--- src/rtl/brew_unit.sv ---
// brew_unit -- coffee-maker side of the MAKE handshake.
// Answers the control unit's Making/Coffee levels with Done/TakeOut and sequences
// the pump, heater and milk valve for one cup.  Dispensing pauses while the
// debounced cup sensor reports no cup, and resumes where it stopped.
//
// Ports
//   CLK        system clock
//   RST        synchronous active-high reset
//   Making     brew request level from control, held until Done is seen
//   Coffee     cup-removal wait level from control, held until TakeOut is seen
//   KindSel    drink kind: 01 Americano, 10 Ratte, 00/11 invalid
//   CupRaw     raw asynchronous cup sensor, 1 = cup in place
//   Done       cup finished, held until Making falls
//   TakeOut    cup removed, held until Coffee falls
//   Pump       water pump on
//   Heater     heater on
//   MilkValve  milk valve open
//   CupLight   "take your cup" lamp (also lit while waiting for a cup)
//   Fault      sticky invalid-kind flag, cleared only by RST
module brew_unit #(
  parameter int FILL_CYC = 8,
  parameter int AM_CYC   = 20,
  parameter int MILK_CYC = 12,
  parameter int DEB_CYC  = 4,
  parameter int CNT_W    = 16
) (
  input  logic       CLK,
  input  logic       RST,
  input  logic       Making,
  input  logic       Coffee,
  input  logic [1:0] KindSel,
  input  logic       CupRaw,
  output logic       Done,
  output logic       TakeOut,
  output logic       Pump,
  output logic       Heater,
  output logic       MilkValve,
  output logic       CupLight,
  output logic       Fault
);

  typedef enum logic [3:0] {
    ST_IDLE    = 4'd0,
    ST_CUPWAIT = 4'd1,
    ST_FILL    = 4'd2,
    ST_BREW    = 4'd3,
    ST_MILK    = 4'd4,
    ST_FAULT   = 4'd5,
    ST_DONE    = 4'd6,
    ST_SERVE   = 4'd7,
    ST_TAKEN   = 4'd8
  } state_t;

  localparam logic [1:0]       KIND_AM    = 2'b01;
  localparam logic [1:0]       KIND_RATTE = 2'b10;
  localparam logic [CNT_W-1:0] CNT_ZERO   = {CNT_W{1'b0}};
  localparam logic [CNT_W-1:0] CNT_ONE    = CNT_W'(1);
  localparam logic [CNT_W-1:0] FILL_LAST  = CNT_W'(FILL_CYC - 1);
  localparam logic [CNT_W-1:0] AM_LAST    = CNT_W'(AM_CYC - 1);
  localparam logic [CNT_W-1:0] MILK_LAST  = CNT_W'(MILK_CYC - 1);
  localparam logic [CNT_W-1:0] DEB_LAST   = CNT_W'(DEB_CYC - 1);

  state_t           state_r;
  state_t           ret_r;
  state_t           step_state_s;
  logic [CNT_W-1:0] cnt_r;
  logic [CNT_W-1:0] step_cnt_s;
  logic [1:0]       kind_r;
  logic             sync1_r;
  logic             sync2_r;
  logic             cup_r;
  logic [CNT_W-1:0] deb_cnt_r;

  // Cup sensor: two-flop synchronizer, then a consecutive-sample debouncer.
  always_ff @(posedge CLK) begin
    if (RST) begin
      sync1_r   <= 1'b0;
      sync2_r   <= 1'b0;
      cup_r     <= 1'b0;
      deb_cnt_r <= CNT_ZERO;
    end else begin
      sync1_r <= CupRaw;
      sync2_r <= sync1_r;
      if (sync2_r == cup_r) begin
        deb_cnt_r <= CNT_ZERO;
      end else if (deb_cnt_r == DEB_LAST) begin
        cup_r     <= sync2_r;
        deb_cnt_r <= CNT_ZERO;
      end else begin
        deb_cnt_r <= deb_cnt_r + CNT_ONE;
      end
    end
  end

  // One step of the timed phases: where the phase goes and what the counter
  // becomes if this cycle is consumed as a dispensing cycle.
  always_comb begin
    step_state_s = state_r;
    step_cnt_s   = cnt_r + CNT_ONE;
    case (state_r)
      ST_FILL: begin
        if (cnt_r == FILL_LAST) begin
          step_state_s = ST_BREW;
          step_cnt_s   = CNT_ZERO;
        end else begin
          step_state_s = ST_FILL;
        end
      end
      ST_BREW: begin
        if (cnt_r == AM_LAST) begin
          step_state_s = (kind_r == KIND_RATTE) ? ST_MILK : ST_DONE;
          step_cnt_s   = CNT_ZERO;
        end else begin
          step_state_s = ST_BREW;
        end
      end
      ST_MILK: begin
        if (cnt_r == MILK_LAST) begin
          step_state_s = ST_DONE;
          step_cnt_s   = CNT_ZERO;
        end else begin
          step_state_s = ST_MILK;
        end
      end
      default: begin
        step_state_s = state_r;
        step_cnt_s   = cnt_r;
      end
    endcase
  end

  // Main sequencer with registered outputs decoded from the current state.
  always_ff @(posedge CLK) begin
    if (RST) begin
      state_r   <= ST_IDLE;
      ret_r     <= ST_FILL;
      kind_r    <= 2'b00;
      cnt_r     <= CNT_ZERO;
      Done      <= 1'b0;
      TakeOut   <= 1'b0;
      Pump      <= 1'b0;
      Heater    <= 1'b0;
      MilkValve <= 1'b0;
      CupLight  <= 1'b0;
      Fault     <= 1'b0;
    end else begin
      case (state_r)
        ST_IDLE: begin
          if (Making) begin
            kind_r <= KindSel;
            cnt_r  <= CNT_ZERO;
            ret_r  <= ST_FILL;
            if ((KindSel != KIND_AM) && (KindSel != KIND_RATTE)) begin
              state_r <= ST_FAULT;
            end else if (cup_r) begin
              state_r <= ST_FILL;
            end else begin
              state_r <= ST_CUPWAIT;
            end
          end
        end
        ST_CUPWAIT: begin
          if (!Making) begin
            state_r <= ST_IDLE;
            cnt_r   <= CNT_ZERO;
          end else if (cup_r) begin
            state_r <= ret_r;
          end
        end
        ST_FILL, ST_BREW, ST_MILK: begin
          if (!Making) begin
            state_r <= ST_IDLE;
            cnt_r   <= CNT_ZERO;
          end else begin
            // The cycle on which the cup is lost still dispensed, so it counts;
            // a pause then resumes at the stepped phase and count.  A phase
            // that finishes on that cycle has nothing left to pause.
            cnt_r <= step_cnt_s;
            if (!cup_r && (step_state_s != ST_DONE)) begin
              state_r <= ST_CUPWAIT;
              ret_r   <= step_state_s;
            end else begin
              state_r <= step_state_s;
            end
          end
        end
        ST_FAULT: begin
          state_r <= ST_DONE;
        end
        ST_DONE: begin
          if (!Making) begin
            state_r <= ST_SERVE;
          end
        end
        ST_SERVE: begin
          if (Coffee && !cup_r) begin
            state_r <= ST_TAKEN;
          end
        end
        ST_TAKEN: begin
          if (!Coffee) begin
            state_r <= ST_IDLE;
          end
        end
        default: begin
          state_r <= ST_IDLE;
          cnt_r   <= CNT_ZERO;
        end
      endcase

      Pump      <= (state_r == ST_FILL) || (state_r == ST_BREW);
      Heater    <= (state_r == ST_FILL);
      MilkValve <= (state_r == ST_MILK);
      CupLight  <= (state_r == ST_CUPWAIT) || (state_r == ST_SERVE);
      Done      <= (state_r == ST_FAULT) || (state_r == ST_DONE);
      TakeOut   <= (state_r == ST_TAKEN);
      Fault     <= Fault | (state_r == ST_FAULT);
    end
  end

endmodule

--- config.mk ---
export PLATFORM = sky130hd
export DESIGN_NAME = brew_unit
export DESIGN_NICKNAME = d
export VERILOG_FILES = /design/src/rtl/brew_unit.sv
export SDC_FILE = /design/constraint.sdc
export NUM_CORES = 1
export LEC_CHECK = 0
export CAP_MARGIN = 20
export CORE_UTILIZATION = 45
export DETAILED_ROUTE_END_ITERATION = 8
export REMOVE_ABC_BUFFERS = 1
export SYNTH_ARGS = -nofsm -noshare
export SYNTH_HDL_FRONTEND = slang
export SYNTH_SLANG_ARGS = --single-unit
--- constraint.sdc ---
create_clock -name CLK -period 4.1 [get_ports CLK]
set_clock_uncertainty 0.2 [all_clocks]
set_input_delay 1.025 -clock CLK [delete_from_list [all_inputs] [get_ports CLK]]
set_output_delay 1.025 -clock CLK [all_outputs]
set_load 0.01 [all_outputs]
# After elaboration in Yosys (flattened, before gate mapping)
# Index checks and enable logic that the tools add are counted.
dict set report word_totals {
  reg_bits 52
  in_bits 7
  out_inout_bits 7
  elab_cells 91
}
dict set report op_classes {
  add_sub_neg 2
  n_eq_ne 26
  muxes 28
  bitwise 3
  reduce_logical 17
}
# cell n
set op_table {}
lappend op_table {{$mux W16} 6}
lappend op_table {{$pmux W16 S4} 1}
lappend op_table {{$pmux W16 S3} 1}
lappend op_table {{$mux W4} 11}
lappend op_table {{$add A16 B1 Y16 const B} 2}
lappend op_table {{$pmux W4 S7} 1}
lappend op_table {{$eq A16 B2 Y1 const B} 1}
lappend op_table {{$eq A16 B3 Y1 const B} 1}
lappend op_table {{$eq A16 B4 Y1 const B} 1}
lappend op_table {{$eq A16 B5 Y1 const B} 1}
lappend op_table {{$eq A4 B3 Y1 const B} 4}
lappend op_table {{$ne A2 B2 Y1 const B} 8}
lappend op_table {{$pmux W4 S3} 1}
lappend op_table {{$eq A4 B2 Y1 const B} 2}
lappend op_table {{$pmux W4 S2} 1}
lappend op_table {{$reduce_and A4 Y1} 2}
lappend op_table {{$mux W2} 3}
lappend op_table {{$mux W3} 2}
lappend op_table {{$reduce_or A3 Y1} 2}
lappend op_table {{$ne A5 B5 Y1 const B} 1}
lappend op_table {{$reduce_and A5 Y1} 1}
lappend op_table {{$eq A4 B1 Y1 const B} 1}
lappend op_table {{$eq A4 B4 Y1 const B} 1}
lappend op_table {{$logic_not A4 Y1} 1}
lappend op_table {{14 further kinds} 20}

# Logic depth before layout (Yosys ltp)
# Gate-level depths: netlist (run 1).
dict set report depth {
  ltp_word 9
  ltp_mapped 8
}

# Worst setup path before layout (run 1)
# No wires, ideal clock.
dict set report synth_timing {
  kind {input-to-reg}
  startpoint {input Making}
  endpoint {register cnt_r[11]}
  setup_ns 0.128
  arrival_time_ns 2.212
  t_required_ns 3.772
  slack_ns 1.560
  path_stages 8
  path_buffers 2
  cell_sequence {buf_2 > nor2b_1 > o21ai_0 > a21oi_1 > buf_2 > nor4b_1 > xnor2_1 > nor2_1}
}
dict set report synth_between {
  elab_chain_len 2
}
# element line_no
set synth_lines {}
lappend synth_lines {{start: declaration} 29} ;# input logic Making,
lappend synth_lines {{$ne A5 B5 Y1 (no source line) (tied with other cells)} -}
lappend synth_lines {{$reduce_and A4 Y1 (no source line) / $pmux W16 S4 (equally long branches)} -}
lappend synth_lines {{end signal: assignment} 178} ;# cnt_r <= step_cnt_s;
lappend synth_lines {{end: declaration} 66} ;# logic [CNT_W-1:0] cnt_r;
# Several ways; a longest one is shown, not always the timed one.
# A chain may end at the register's enable or synchronous reset.

# Final worst setup path (run 1)
# Same ends and word-level chain as after synthesis.

==> results.txt, run 1 <==
Die area - 6150 sq um
Max_cap viols - 0
Number of global-route vias before repair - 1978
RePlAce Congestion - 0.810
Status - finished clean
Most frequent cells in the layout - 52 x dfxtp_1, 44 x nor2_1, 26 x nand2_1, 19 x a21oi_1, 16 x xnor2_1
# rows - 27
Final setup fails - 0
CP required - 4150 ps
Final worst path period share - 76.1%
Pin count of the biggest net entering global routing - 24
First-pass GRT wire length - 9600 um
Final Hold Viols - 0
Fin Setup TNS - 0 ps
Sw Share - 31.2%
Most common cell after layout, fill and taps aside - dfxtp_1
Slew HR - 33.6%
Synthesis-to-layout area growth - 11.2%
Final #Nets - 333
Critical Path End Type - flip-flop
Cell depth of the worst hold path - 1
Total CTS buffers - 5
Routed vias/inst - 5.55
Final ANT Viol Nets - 0
WHS - 264 ps
Yosys cell types - 55
Core area - 5570 sq um
GR Overflow Total - 0
CTS tree - done
Initial drt markers - 150
Switching power - 377 uW
Fin. max-slew vios - 0
Via count - 2203
Initial antenna violation count - 0
Die width - 78.4 um
Total Wirelength - 5540 um
Postcts setup bufs - 0
Power Density - 414 nW/um^2
Int Pwr - 831 uW
Crit-path max cell delay - 840 ps
Peak supply drop - 0.224 mV
Ant diodes - 0
FF+latch count, synth - 52
RSZ-0062 raised after global routing - no
R2R depth - 5
Initial Util - 47.1%
GR Util All Layers - 19.6%
Total power - 1.21 mW
Clock share of power - 31.3%
I/O Buffers - 13
Pre-CTS setup slack - 652 ps
Post-DP HPWL - 3770 um
CP max-delay cell - a21oi_1
Fill cells - 530
DRC viols - 0
CP cell instances - clkdlybuf4s50_1, nor2b_1, o21ai_0, a21oi_1, or2_2, o21bai_2, nor2_1
CTS hold repair buffers - 0
Share of cells above drive strength 1 - 8.62%
Final worst path period need - 3120 ps
Clock transition at path regs - 100 ps
Post-route setup slack - 978 ps
Seq pwr share - 48.1%
Clock root cell - clkbuf_8
Synth Flop Type - dfxtp_1
Io pins - 14
Worst-Margin Slew - 996 ps
CTS sink count - 52
Syn Std Cell Area - 2630 sq um
Worst Path Arrival - 3180 ps
Hold Path Class - reg2reg
Die Ht - 78.4 um
Avg Cell Area, Syn - 8.28 sq um
Worst setup SP type - input pin
Clock buffer depth - 2
Static Leakage - 0.968 nW
H-Tree Depth - 2
Critical path class - in2reg
Number of flops mapped to enable cells by yosys - 0
Combinational Power Share - 20.7%
Cells after Synth - 317
Sequential area share after synthesis - 39.6%
Wire length per cell - 14.0 um
Worst skew pair latency - 310 ps
Synth warnings - 0
Crit-path max FO - 12
Asr flop ratio synth - 0%
Max Clk Rate - 0.320 GHz
TritonRoute pass-1 iters - 5
# resized after CTS - 0
## cell families after synthesis
| group | share of synthesized area (%) |
|---|---|
| mux | 1.14 |
| flops | 39.6 |
| xor+xnor | 8.00 |
| simple gates | 31.9 |
| compound gates | 14.5 |
| buf+inv | 3.86 |
| fa+ha+maj | 0.953 |
## per-layer routing
metal	track usage, %	part of all wire, %
met1	28.0	51
met2	29.0	43
met3	4.30	4.0
met4	6.67	1.3
met5	0	0
## flip-flops by register name, summed over array words and instances, names as in the netlist
signal	count
state_r	4
sync1_r	1
sync2_r	1
kind_r	2
deb_cnt_r	16
Fault	1
Heater	1
CupLight	1
MilkValve	1
Done	1
cnt_r	16
cup_r	1
ret_r	4
Pump	1
TakeOut	1
## worst paths after layout
check,start,end,slack (ps)
setup / recovery,Making,cnt_r[11],980
hold / removal,sync1_r,sync2_r,260
setup reg to reg,state_r[0],cnt_r[11],1360
hold reg to reg,sync1_r,sync2_r,260
## synth_stat cells (all sizes together), types with 3 or more instances
library cell / n / share of area [%]
a21oi: 19 / 3.6
a311oi: 4 / 1.3
a32oi: 3 / 1.0
and2: 3 / 0.71
and3: 8 / 1.9
buf: 7 / 1.4
clkbuf: 10 / 1.4
dfxtp: 52 / 40
inv: 7 / 1.0
mux2i: 3 / 1.1
nand2: 26 / 3.7
nand2b: 3 / 0.71
nand3: 14 / 2.9
nand4: 5 / 1.2
nor2: 45 / 6.5
nor2b: 6 / 1.4
nor3: 12 / 2.3
nor4: 13 / 3.9
nor4b: 4 / 1.3
o21ai: 12 / 2.6
or3: 4 / 1.1
xnor2: 16 / 5.3
xor2: 8 / 2.7
## power by group through the flow
| stage | combinational, mW | clock (mW) | sequential, mW |
|---|---|---|---|
| floorplan | 0.172 | 0 | 0.580 |
| global placement | 0.246 | 0 | 0.592 |
| detailed placement | 0.248 | 0 | 0.591 |
| CTS | 0.249 | 0.388 | 0.579 |
| global route | 0.281 | 0.403 | 0.587 |
| finish | 0.249 | 0.378 | 0.581 |
## worst max-delay path, delay by kind of cell
| kind | cells | cell delay (ps) |
|---|---|---|
| AO/OA/AOI/OAI | 3 | 1090 |
| AND/OR/NAND/NOR | 3 | 550 |
| buffers and inverters | 1 | 500 |
## cell type report
| cell class | count | area (sq um) | share of cell area, % |
|---|---|---|---|
| repair buffers | 17 | 158 | 5.40 |
| clock buffers | 6 | 82.6 | 2.83 |
| well taps | 72 | 90.1 | 3.08 |
| flip-flops and latches | 52 | 1040 | 35.6 |
| clock inverters | 2 | 38.8 | 1.33 |
| multi-input cells | 241 | 1480 | 50.8 |
| inverters | 7 | 26.3 | 0.900 |
## metrics by stage
step / instances / util [%] / instance area [sq um]
2_1_floorplan: 300 / - / 2550
3_3_place_gp: 388 / 50.1 / 2790
3_5_place_dp: 389 / 50.2 / 2800
4_1_cts: 397 / 52.4 / 2920
5_1_grt: 397 / 52.4 / 2920
6_report: 397 / 52.4 / 2920
Power figures use the tool's default switching activity.
==> run 2, diff against run 1 <==
clock period = 3 ns   (was 4.1 ns; I/O delays follow)
==> run 2 against run 1 <==
  * Utilization up 0.18 points
  * Global-route usage down 1.1 points
  * Count of clock-buffer cells in the layout down 1
  * Die area unchanged
  * Critical path type unchanged
  * Critical endpoint is now cnt_r[15]
  * Largest cell class unchanged
==> results.txt, run 2 (synthesis results as in run 1) <==
# resized after CTS - 0
Hold endpoint - kind_r[1]
Clock transition at path regs - 90 ps
Clock buffer depth - 2
Most used cell, CP - buf_4
Ant diodes - 0
Final Hold Viols - 0
Clock share of power - 26.1%
Total power - 1.56 mW
I/O Buffers - 13
Hold path start - kind_r[1]
CTS sink count - 52
Number of global-route vias before repair - 1878
Int Pwr - 1.05 mW
CTS hold repair buffers - 0
Initial Util - 47.1%
Critical path class - in2reg
# rows - 27
Worst-Margin Slew - 575 ps
DRC viols - 0
RSZ-0062 raised after global routing - no
CP required - 3000 ps
Wire length per cell - 12.9 um
Worst setup SP type - input pin
Fin Setup TNS - 0 ps
Static Leakage - 0.980 nW
Via count - 2221
Global-route track usage on met1 - 26.7%
Total CTS buffers - 5
R2R depth - 8
Max Clk Rate - 0.403 GHz
Most frequent cells in the layout - 52 x dfxtp_1, 44 x nor2_1, 26 x nand2_1, 19 x a21oi_1, 16 x xnor2_1
R2R Path Start - state_r[1]
Die area - 6150 sq um
Post-route setup slack - 516 ps
Final #Nets - 338
Most common cell after layout, fill and taps aside - dfxtp_1
Cell depth of the worst hold path - 2
Synthesis-to-layout area growth - 11.6%
Largest registers - cnt_r (16), deb_cnt_r (16)
Clock root cell - clkbuf_8
Initial drt markers - 107
Crit-path max cell delay - 550 ps
Final ANT Viol Nets - 0
GR Util All Layers - 18.5%
Initial antenna violation count - 0
Combinational Power Share - 24.6%
Final worst path period share - 82.8%
CP max-delay cell - clkdlybuf4s50_1
Final setup fails - 0
Worst Path Arrival - 2490 ps
Hold Path Class - reg2reg
Fin util - 52.6%
CP cell instances - clkdlybuf4s50_1, and2b_1, nor3_1, buf_4, or2_2, o21bai_2, buf_4, nor2_1
RePlAce Congestion - 0.849
Crit-path max FO - 12
TritonRoute pass-1 iters - 4
Sw Share - 32.7%
Io pins - 14
Seq pwr share - 49.3%
Switching power - 511 uW
Postcts setup bufs - 0
Setup slack, reg-to-reg - 650 ps
CTS tree - done
Core area - 5570 sq um
Final worst path period need - 2480 ps
Die Ht - 78.4 um
Fill cells - 540
Slew HR - 61.6%
H-Tree Depth - 2
Met2 usage - 27.1%
Peak supply drop - 0.267 mV
Power Density - 533 nW/um^2
Gr busiest metal - met2
Worst skew pair latency - 310 ps
Grt met3 use - 4.07%
WHS - 264 ps
Pin count of the biggest net entering global routing - 18
Total Wirelength - 5190 um
Fin. max-slew vios - 0
First-pass GRT wire length - 9000 um
Post-DP HPWL - 3820 um
Pre-CTS setup slack - 196 ps
GR Overflow Total - 0
Share of cells above drive strength 1 - 10.0%
Max_cap viols - 0
Critical Path End Type - flip-flop
Status - finished clean
Reg2reg end - cnt_r[15]
Routed vias/inst - 5.52
Die width - 78.4 um
-- run 2: cell types whose count changed in the layout (fill, tap and decap cells not counted), sizes merged --
cell | before | now
inv | 7 | 8
bufinv | 1 | 0
buf | 4 | 9
clkinv | 1 | 2
clkbuf | 6 | 5
-- run 2: through the flow --
step / area [sq um] / std cells
finish: 2930 / 402
global route: 2930 / 402
CTS: 2930 / 402
detailed placement: 2840 / 394
global placement: 2840 / 394
floorplan: 2550 / 300
-- run 2: worst max-delay path, delay by kind of cell --
family          cells  cell delay, ps
simple gates        4             700
compound gates      1             110
buf+inv             3             920
-- run 2: worst max-delay path by stage --
stage / start / end / slack, ps / cells after the start
4_1_cts: Making / cnt_r[10] / 520 / 8
2_1_floorplan: Making / cnt_r[10] / 600 / 5
5_1_grt: Making / cnt_r[15] / 400 / 8
6_report: Making / cnt_r[15] / 520 / 8
3_5_place_dp: Making / cnt_r[10] / 200 / 8
3_3_place_gp: Making / cnt_r[15] / 190 / 8
-- run 2: final cells by class --
type,count,area (sq um),area share [%]
inverters,7,26.3,0.897
well taps,72,90.1,3.07
multi-input cells,241,1480,50.6
clock buffers,5,68.8,2.35
clock inverters,3,22.5,0.769
repair buffers,22,198,6.75
flip-flops and latches,52,1040,35.5
-- run 2: layer usage --
| layer | vias to the layer above | share of wire, % |
|---|---|---|
| met5 | - | 0 |
| met2 | 38 | 45 |
| met3 | 9 | 4.0 |
| met1 | 1026 | 50 |
| li1 | 1148 | - |
| met4 | 0 | 1.4 |
-- run 2: power groups by stage --
stage / sequential [mW] / clock [mW] / combinational [mW]
floorplan: 0.792 / 0 / 0.235
global placement: 0.785 / 0 / 0.384
detailed placement: 0.785 / 0 / 0.382
CTS: 0.769 / 0.420 / 0.384
global route: 0.778 / 0.451 / 0.434
finish: 0.770 / 0.408 / 0.385
==> run 3, diff against run 2 <==
clock period = 2.3 ns   (was 3 ns; I/O delays follow)
==> run 3 against run 2 <==
  * Critical path depth shrank 2
  * Register-to-register slack lost 490 ps
  * Count of clock-buffer cells in the layout grew 1
  * Worst setup slack lost 360 ps
  * Critical path type is now reg2reg
  * Die area is the same
  * Combinational power grew 65%
  * Utilization grew 3.2 points
  * Flip-flop and latch count is the same
  * Hold slack lost 1.4 ps
  * Sequential share of layout area shrank 2.1 points
  * First-iteration DRC count grew 26%
==> results.txt, run 3 (synthesis results as in run 1) <==
Initial Util - 47.1%
GR Util All Layers - 19.6%
Final ANT Viol Nets - 0
Initial drt markers - 135
Worst skew pair latency - 300 ps
Critical Path End Type - flip-flop
Final worst path period need - 2140 ps
Final Hold Viols - 0
Sw Share - 30.0%
Static Leakage - 1.10 nW
Combinational Power Share - 28.4%
GR Overflow Total - 0
Initial antenna violation count - 0
Clock buffer depth - 2
RSZ-0062 raised after global routing - no
DRC viols - 0
Peak supply drop - 0.400 mV
Share of cells above drive strength 1 - 15.1%
Critical path class - reg2reg
Worst-Margin Slew - 508 ps
Clock root cell - clkbuf_8
Clock share of power - 27.7%
Io pins - 14
Core area - 5570 sq um
Footprint of the multi-input gates - 1480 sq um
TritonRoute pass-1 iters - 4
Worst Path Arrival - 2140 ps
First-pass GRT wire length - 9630 um
Crit-path max FO - 6
Wire length per cell - 13.0 um
Die area - 6150 sq um
Die Ht - 78.4 um
Clock transition at path regs - 90 ps
Post-route setup slack - 156 ps
Max Clk Rate - 0.466 GHz
Via count - 2279
H-Tree Depth - 2
CTS hold repair buffers - 0
# rows - 27
Ant diodes - 0
Final #Nets - 359
Most frequent cells in the layout - 52 x dfxtp_1, 44 x nor2_1, 29 x buf_4, 26 x nand2_1, 19 x a21oi_1
Slew HR - 66.0%
Total CTS buffers - 5
Max_cap viols - 0
Routed vias/inst - 5.39
Switching power - 670 uW
Number of global-route vias before repair - 2029
Total Wirelength - 5510 um
Final setup fails - 0
CTS sink count - 52
FF/Latch Area - 1040 sq um
Synthesis-to-layout area growth - 18.4%
Fin Setup TNS - 0 ps
I/O Buffers - 13
Seq pwr share - 43.9%
Status - finished clean
Worst setup SP type - flip-flop
Final worst path period share - 93.2%
Pin count of the biggest net entering global routing - 19
Die width - 78.4 um
Int Pwr - 1.56 mW
Hold Path Class - reg2reg
Fill cells - 545
Fin. max-slew vios - 0
Most common cell after layout, fill and taps aside - dfxtp_1
Setup slack, reg-to-reg - 160 ps
Post-DP HPWL - 4010 um
RePlAce Congestion - 0.847
CTS tree - done
CP required - 2300 ps
Power Density - 718 nW/um^2
Largest registers - cnt_r (16), deb_cnt_r (16)
Pre-CTS setup slack - -281 ps
## run 3: power groups by stage
| stage | logic [mW] | clock network (mW) | registers [mW] |
|---|---|---|---|
| finish | 0.635 | 0.618 | 0.981 |
| global route | 0.712 | 0.679 | 0.987 |
| CTS | 0.629 | 0.637 | 0.980 |
| detailed placement | 0.625 | 0 | 1.00 |
| global placement | 0.628 | 0 | 1.00 |
| floorplan | 0.306 | 0 | 1.03 |
## run 3: repair_timing
item | CTS | global route
endpoints found under the setup margin | 0 | 13
setup buffers | 0 | 0
resized for setup | 0 | 2
## run 3: worst paths after layout
| path | from | end | cells after the start |
|---|---|---|---|
| setup reg to reg | cnt_r[5] | state_r[0] | 6 |
| hold / removal | kind_r[1] | kind_r[1] | 2 |
| hold reg to reg | kind_r[1] | kind_r[1] | 2 |
| setup / recovery | cnt_r[5] | state_r[0] | 6 |
## run 3: per-layer routing
metal  routed length (um)  global-route usage (%)  vias up
li1                     -                       -     1193
met1                 2970                    28.6     1050
met2                 2340                    29.3       32
met3                  167                    3.49        4
met4                   43                    5.56        0
met5                    0                       0        -
## run 3: stage by stage
| stage | power, mW | utilization, % | area [sq um] | cells | hold WS, ps |
|---|---|---|---|---|---|
| floorplan | 1.34 | - | 2550 | 300 | 214 |
| global placement | 1.63 | 53.8 | 3000 | 415 | 244 |
| detailed placement | 1.63 | 53.8 | 3000 | 415 | 252 |
| CTS | 2.25 | 55.7 | 3100 | 423 | 269 |
| global route | 2.38 | 55.8 | 3110 | 423 | 289 |
| finish | 2.23 | 55.8 | 3110 | 423 | 263 |
## run 3: critical path, cell delays in order (launching register included)
cell	delay (ps)
dfxtp_1	380
nor4_2	320
nand3_2	190
or3_4	430
o2bb2a_4	220
nor2_2	30
o31a_1	280
## run 3: layout make-up
class / instances / share of cell area, %
clock buffers: 6 / 2.33
clock inverters: 2 / 1.13
inverters: 7 / 0.845
multi-input cells: 241 / 47.7
flip-flops and latches: 52 / 33.5
well taps: 72 / 2.90
repair buffers: 43 / 11.6
